===== config.mk =====
export PLATFORM = sky130hd
export DESIGN_NAME = iq_mixer_nco
export DESIGN_NICKNAME = d
export VERILOG_FILES = /design/src/rtl/mixer_pkg.sv /design/src/rtl/nco_lut.sv /design/src/rtl/iq_mixer_nco.sv
export SDC_FILE = /design/constraint.sdc
export NUM_CORES = 1
export LEC_CHECK = 0
export ABC_AREA = 1
export CORE_MARGIN = 1.5
export CORE_UTILIZATION = 55
export CTS_CLUSTER_DIAMETER = 50
export DETAILED_ROUTE_END_ITERATION = 6
export DONT_BUFFER_PORTS = 1
export PLACE_DENSITY_LB_ADDON = 0.25
export SLEW_MARGIN = 20
export SYNTH_ARGS = -nofsm -noshare
export SYNTH_HDL_FRONTEND = slang
export SYNTH_SLANG_ARGS = --single-unit

===== constraint.sdc =====
create_clock -name clk -period 13.02 [get_ports clk]
set_input_delay 1.953 -clock clk [delete_from_list [all_inputs] [get_ports clk]]
set_output_delay 1.953 -clock clk [all_outputs]
set_load 0.01 [all_outputs]

===== src/rtl/mixer_pkg.sv =====
// Shared types and helpers for the baseband mixer chain:
// mode encodings, carrier ROM contents, round/saturate.
package mixer_pkg;

  typedef enum logic [1:0] {
    MODE_REAL = 2'd0,
    MODE_QUAD = 2'd1,
    MODE_BYP  = 2'd2,
    MODE_BYP3 = 2'd3
  } mode_e;

  // Half-step offset keeps the quarter wave symmetric about pi/4.
  function automatic int lut_val(int k, int cw, int luta);
    real amp;
    real ang;
    amp = (2.0 ** (cw - 1)) - 1.0;
    ang = 3.14159265358979 * (k + 0.5) / (2.0 ** (luta + 1));
    return $rtoi(amp * $sin(ang) + 0.5);
  endfunction

  function automatic longint rnd_sat(longint p, int sh, int ow);
    longint r;
    longint hi;
    longint lo;
    r = p;
    if (sh > 0)
      r = (p + (longint'(1) <<< (sh - 1))) >>> sh;
    hi = (longint'(1) <<< (ow - 1)) - 1;
    lo = -(longint'(1) <<< (ow - 1));
    if (r > hi)
      r = hi;
    else if (r < lo)
      r = lo;
    return r;
  endfunction

endpackage


===== src/rtl/nco_lut.sv =====
// Quarter-wave sine ROM with quadrant folding.
// Registers signed sin/cos for the phase presented.
module nco_lut
  import mixer_pkg::*;
#(
  parameter int CW   = 10,
  parameter int LUTA = 6
) (
  input  logic                 clk,
  input  logic                 reset,
  input  logic                 en,
  input  logic [LUTA+1:0]      phase,
  output logic signed [CW-1:0] sine,
  output logic signed [CW-1:0] cosine
);

  logic signed [CW-1:0] rom [2**LUTA];

  for (genvar k = 0; k < 2**LUTA; k++) begin : g_rom
    assign rom[k] = CW'(lut_val(k, CW, LUTA));
  end

  logic [1:0]           qs;
  logic [1:0]           qc;
  logic [LUTA-1:0]      a;
  logic signed [CW-1:0] ms;
  logic signed [CW-1:0] mc;

  assign qs = phase[LUTA+1:LUTA];
  assign qc = qs + 2'd1;
  assign a  = phase[LUTA-1:0];
  assign ms = qs[0] ? rom[~a] : rom[a];
  assign mc = qc[0] ? rom[~a] : rom[a];

  always_ff @(posedge clk) begin
    if (reset) begin
      sine   <= '0;
      cosine <= '0;
    end else if (en) begin
      sine   <= qs[1] ? -ms : ms;
      cosine <= qc[1] ? -mc : mc;
    end
  end

endmodule


===== src/rtl/iq_mixer_nco.sv =====
// Quadrature mixer with sample-locked NCO, three-stage pipeline:
// S1 sample/phase capture, S2 carrier lookup, S3 round/saturate.
module iq_mixer_nco
  import mixer_pkg::*;
#(
  parameter int DW   = 18,
  parameter int CW   = 10,
  parameter int PW   = 16,
  parameter int LUTA = 6,
  parameter int OW   = 18
) (
  input  logic                 clk,
  input  logic                 reset,
  input  logic                 en,
  input  logic                 in_valid,
  input  logic signed [DW-1:0] din,
  input  logic [PW-1:0]        fcw,
  input  logic                 fcw_load,
  input  logic                 phase_clr,
  input  logic [1:0]           mode,
  output logic                 out_valid,
  output logic signed [OW-1:0] iout,
  output logic signed [OW-1:0] qout
);

  localparam int AW = LUTA + 2;
  localparam int MW = DW + CW;

  logic                 acc;
  logic [PW-1:0]        phase_acc;
  logic [PW-1:0]        fcw_act;
  logic [PW-1:0]        p_use;
  logic                 v1, v2, v3;
  logic signed [DW-1:0] din1, din2;
  mode_e                mode1, mode2;
  logic [AW-1:0]        ph1;
  logic signed [CW-1:0] sine, cosine;
  logic signed [MW-1:0] prod_i, prod_q;
  logic signed [OW-1:0] i_nx, q_nx;

  assign acc   = en & in_valid;
  assign p_use = phase_clr ? '0 : phase_acc;

  // A coincident fcw_load only affects the increment after this one.
  always_ff @(posedge clk) begin
    if (reset) begin
      phase_acc <= '0;
      fcw_act   <= '0;
    end else if (en) begin
      phase_acc <= acc ? p_use + fcw_act : p_use;
      if (fcw_load)
        fcw_act <= fcw;
    end
  end

  always_ff @(posedge clk) begin
    if (reset) begin
      v1    <= 1'b0;
      din1  <= '0;
      mode1 <= MODE_REAL;
      ph1   <= '0;
    end else if (en) begin
      v1 <= acc;
      if (acc) begin
        din1  <= din;
        mode1 <= mode_e'(mode);
        ph1   <= p_use[PW-1 -: AW];
      end
    end
  end

  always_ff @(posedge clk) begin
    if (reset) begin
      v2    <= 1'b0;
      din2  <= '0;
      mode2 <= MODE_REAL;
    end else if (en) begin
      v2    <= v1;
      din2  <= din1;
      mode2 <= mode1;
    end
  end

  nco_lut #(
    .CW   (CW),
    .LUTA (LUTA)
  ) u_lut (
    .clk    (clk),
    .reset  (reset),
    .en     (en),
    .phase  (ph1),
    .sine   (sine),
    .cosine (cosine)
  );

  assign prod_i = MW'(din2) * MW'(cosine);
  assign prod_q = MW'(din2) * MW'(sine);

  always_comb begin
    i_nx = '0;
    q_nx = '0;
    case (mode2)
      MODE_REAL: begin
        i_nx = OW'(rnd_sat(longint'(prod_i), CW - 1, OW));
      end
      MODE_QUAD: begin
        i_nx = OW'(rnd_sat(longint'(prod_i), CW - 1, OW));
        q_nx = OW'(rnd_sat(-longint'(prod_q), CW - 1, OW));
      end
      default: begin
        i_nx = OW'(rnd_sat(longint'(din2), 0, OW));
      end
    endcase
  end

  always_ff @(posedge clk) begin
    if (reset) begin
      v3   <= 1'b0;
      iout <= '0;
      qout <= '0;
    end else if (en) begin
      v3 <= v2;
      if (v2) begin
        iout <= i_nx;
        qout <= q_nx;
      end
    end
  end

  assign out_valid = v3 & en;

endmodule


==> impl_metrics.tcl <==
set metrics [dict create \
    synth_cells 3189 \
    clock_latency_ns 0.47 \
    clk_path_buf_depth 2 \
    hpwl_um 47400 \
    netlist_area_um2 22600 \
    yosysWarnings 0 \
    slew_headroom_pct 34.1 \
    hp-class "flip-flop to flip-flop" \
    p_per_area_nw_per_um2 156 \
    dpl_cell_area_um2 22700 \
    max_freq_mhz 146 \
    via_per_inst 5.45 \
    r2r_start "din2[17]" \
    syn_nets 3725 \
    final.setup.tns_ns 0 \
    cp.arrival_ns 7.25 \
    period_share_pct 52.6 \
    drive_gt1_share_pct 4.21 \
    ant_nets 0 \
    grt_use_total_pct 30.2 \
    seq_area_frac_synth_pct 12.3 \
    internal-power_uw 1610 \
    port_buffers 0 \
    clk_pin_slew_ns 0.08 \
    reg2reg_slack_ns 6.17 \
    htree_levels 4 \
    wl_per_cell_um 16.7 \
    finalSetupViolCount 0 \
    cts_tree "done" \
    seqPwrFrac_pct 14.6 \
    fin_crit_ns 6.85 \
    root_buffer "clkbuf_16" \
    swShare_pct 55.7 \
    wl_met1_um 26000 \
    clock_sinks 139 \
    p_clk_share_pct 14.6 \
    hold_end "phase_acc[2]" \
    antenna_cells 0 \
    grt_max_degree 75 \
    synth_edf_count 0 \
    slew_viol_final 0 \
    ios 79 \
    design_area_um2 23300 \
    finalNetCount 3612 \
    finalHoldViolCount 0 \
    clock_skew_ns 0.0113 \
    avgSynthCellArea_um2 7.08 \
    ys_async_sr_fraction_pct 0 \
    netSwitchingPower_uw 2020 \
    p_comb_share_pct 70.8 \
    die_width_um 206 \
    worst_setup_path_end_kind "flip-flop" \
    synthTopCellsByArea "fa_1 (29%), nand2_1 (13%), dfxtp_1 (12%)" \
    reg2regPathDepth 26 \
    overflow 0 \
    drt_wl_total_um 60300 \
    syn2layout_area_growth_pct 3.35 \
    p_leak_uw 0.0123 \
    synthTopCellsByCount "nand2_1 (800), inv_1 (704), fa_1 (326)" \
    hp-start "phase_acc[2]" \
    r2r-end "qout[12]" \
    die_h_um 206 \
    rsz0062_at_grt "no" \
    drv_cap 0 \
    drt-initial-drc-count 1444 \
    required_ns 13.42 \
    cp_max_fo 20 \
    synth.most_common_cell "nand2_1" \
    ys.flop_type "dfxtp_1" \
    routed-wl-met3_um 3910 \
    grt_antenna_before_repair 0 \
    vias 19700 \
    cts_setup_buffers 0 \
    tightestPinTransition_ns 0.987 \
    synth_top_area_cell "fa_1" \
    grt_pass1_wl_um 100000 \
    cts-buffers-inserted 17 \
    fp.dieArea_um2 42300 \
    num_rows 74 \
    drtPass1Iterations 6 \
    grt_pass1_vias 20000 \
    worst_setup_path_start_kind "flip-flop" \
    dr_wl_met2_um 28800 \
    cts_resized 0 \
    synth_cell_types 57 \
    critPathKind "flip-flop to flip-flop" \
    drc 0 \
    whs_path_depth 2 \
    synth_top_area_share_pct 28.9 \
    gp_congestion 0.945 \
    ir_worst_vdd_mv 0.123 \
    outcome "finished clean" \
    ys_seq_elements 139 \
    start_util_pct 55.5 \
    cts-hold-fix-buffers 0 \
    dr.max_layer_used "met4" \
    core_area_um2 40600 \
]
## layout make-up
cell class	count	area, um2
inverters	712	2670
clock inverters	15	200
well taps	532	666
clock buffers	17	425
fillers	3905	17300
repair buffers	13	97.6
multi-input cells	2193	16500
flip-flops and latches	139	2780
## state kept, by name, summed over array words and instances, names as in the netlist
name,cells
ph1,8
v3,1
fcw_act,16
mode2,2
qout,18
v1,1
mode1,2
u_lut.sine,10
iout,18
v2,1
din2,18
phase_acc,16
din1,18
u_lut.cosine,10
## cells by family (layout without fill, tap and decap cells)
group	Yosys count	after routing	share of synthesized area, %
simple gates	1192	1192	21.3
xor+xnor	48	48	1.86
fa+ha+maj	494	494	38.2
buf+inv	857	757	14.7
flops	139	139	12.3
compound gates	459	459	11.6
## per-stage QoR
step / setup slack, ns / total power (uW) / util (%) / instances / hold WS (ns)
floorplan: 6.79 / 2460 / - / 3189 / 0.441
global placement: 6.40 / 3050 / 55.9 / 3589 / 0.445
detailed placement: 6.20 / 3060 / 55.9 / 3589 / 0.454
CTS: 6.18 / 3610 / 57.4 / 3621 / 0.465
global route: 5.68 / 4000 / 57.4 / 3621 / 0.476
finish: 6.17 / 3630 / 57.4 / 3621 / 0.464
## critical path: stages (launching register included)
cell and delay (ns):
dfxtp_1 0.78, nand2_1 0.19, inv_1 0.16, fa_1 0.43
inv_1 0.28, fa_1 0.47, fa_1 0.47, fa_1 0.55
inv_1 0.06, fa_1 0.53, inv_1 0.04, ha_1 0.38
nand2_1 0.13, nor2_1 0.20, nand2_1 0.06, o21ai_0 0.40
a41oi_1 0.21, fa_1 0.47, inv_1 0.08, nand3_1 0.09
nor2_2 0.14, nand3_2 0.10, nand2_4 0.19, nand2_1 0.08
nand2_1 0.06, nand2_1 0.07, a21oi_2 0.17
## layout by cell type, fill, tap and decap left out, types with 4 or more instances in the layout
cell type / n
o211ai_1: 15
xnor2_1: 21
o21ai_0: 153
ha_1: 168
dfxtp_1: 139
o22ai_1: 5
a31oi_1: 13
nand3b_1: 5
a21o_1: 11
o221ai_1: 8
nand3_1: 75
nor3_1: 10
nand2_1: 799
nor2_2: 9
clkinv_8: 5
a21oi_1: 185
nand2_2: 22
or2_2: 4
xor2_1: 27
fa_1: 326
inv_6: 4
nand3_2: 6
a21oi_2: 19
clkbuf_16: 17
inv_8: 4
o21bai_1: 10
o21ai_1: 13
buf_4: 13
inv_2: 7
nor2_1: 243
nand4_1: 6
inv_1: 703
## power groups by stage
| stage | registers [uW] | logic, uW | clock network (uW) |
|---|---|---|---|
| after floorplan | 478 | 1990 | 0 |
| after global placement | 535 | 2520 | 0 |
| after detailed placement | 537 | 2520 | 0 |
| after CTS | 527 | 2540 | 538 |
| after global routing | 535 | 2910 | 549 |
| final | 530 | 2570 | 531 |
## how the worst max path moves through the flow
stage                  start  depth (start not counted)  endpoint
floorplan            din2[1]                         30  qout[10]
global placement    din2[17]                         26  qout[10]
detailed placement  din2[17]                         26  qout[12]
CTS                 din2[17]                         26  qout[12]
global route        din2[17]                         26   qout[9]
finish              din2[17]                         26  qout[12]
## routing by layer
metal	up-vias	GRT usage [%]
li1	9387	-
met1	9523	40.0
met2	721	51.3
met3	97	3.82
met4	0	9.88
met5	-	0
Note: power is estimated with default switching activity, not from simulation.
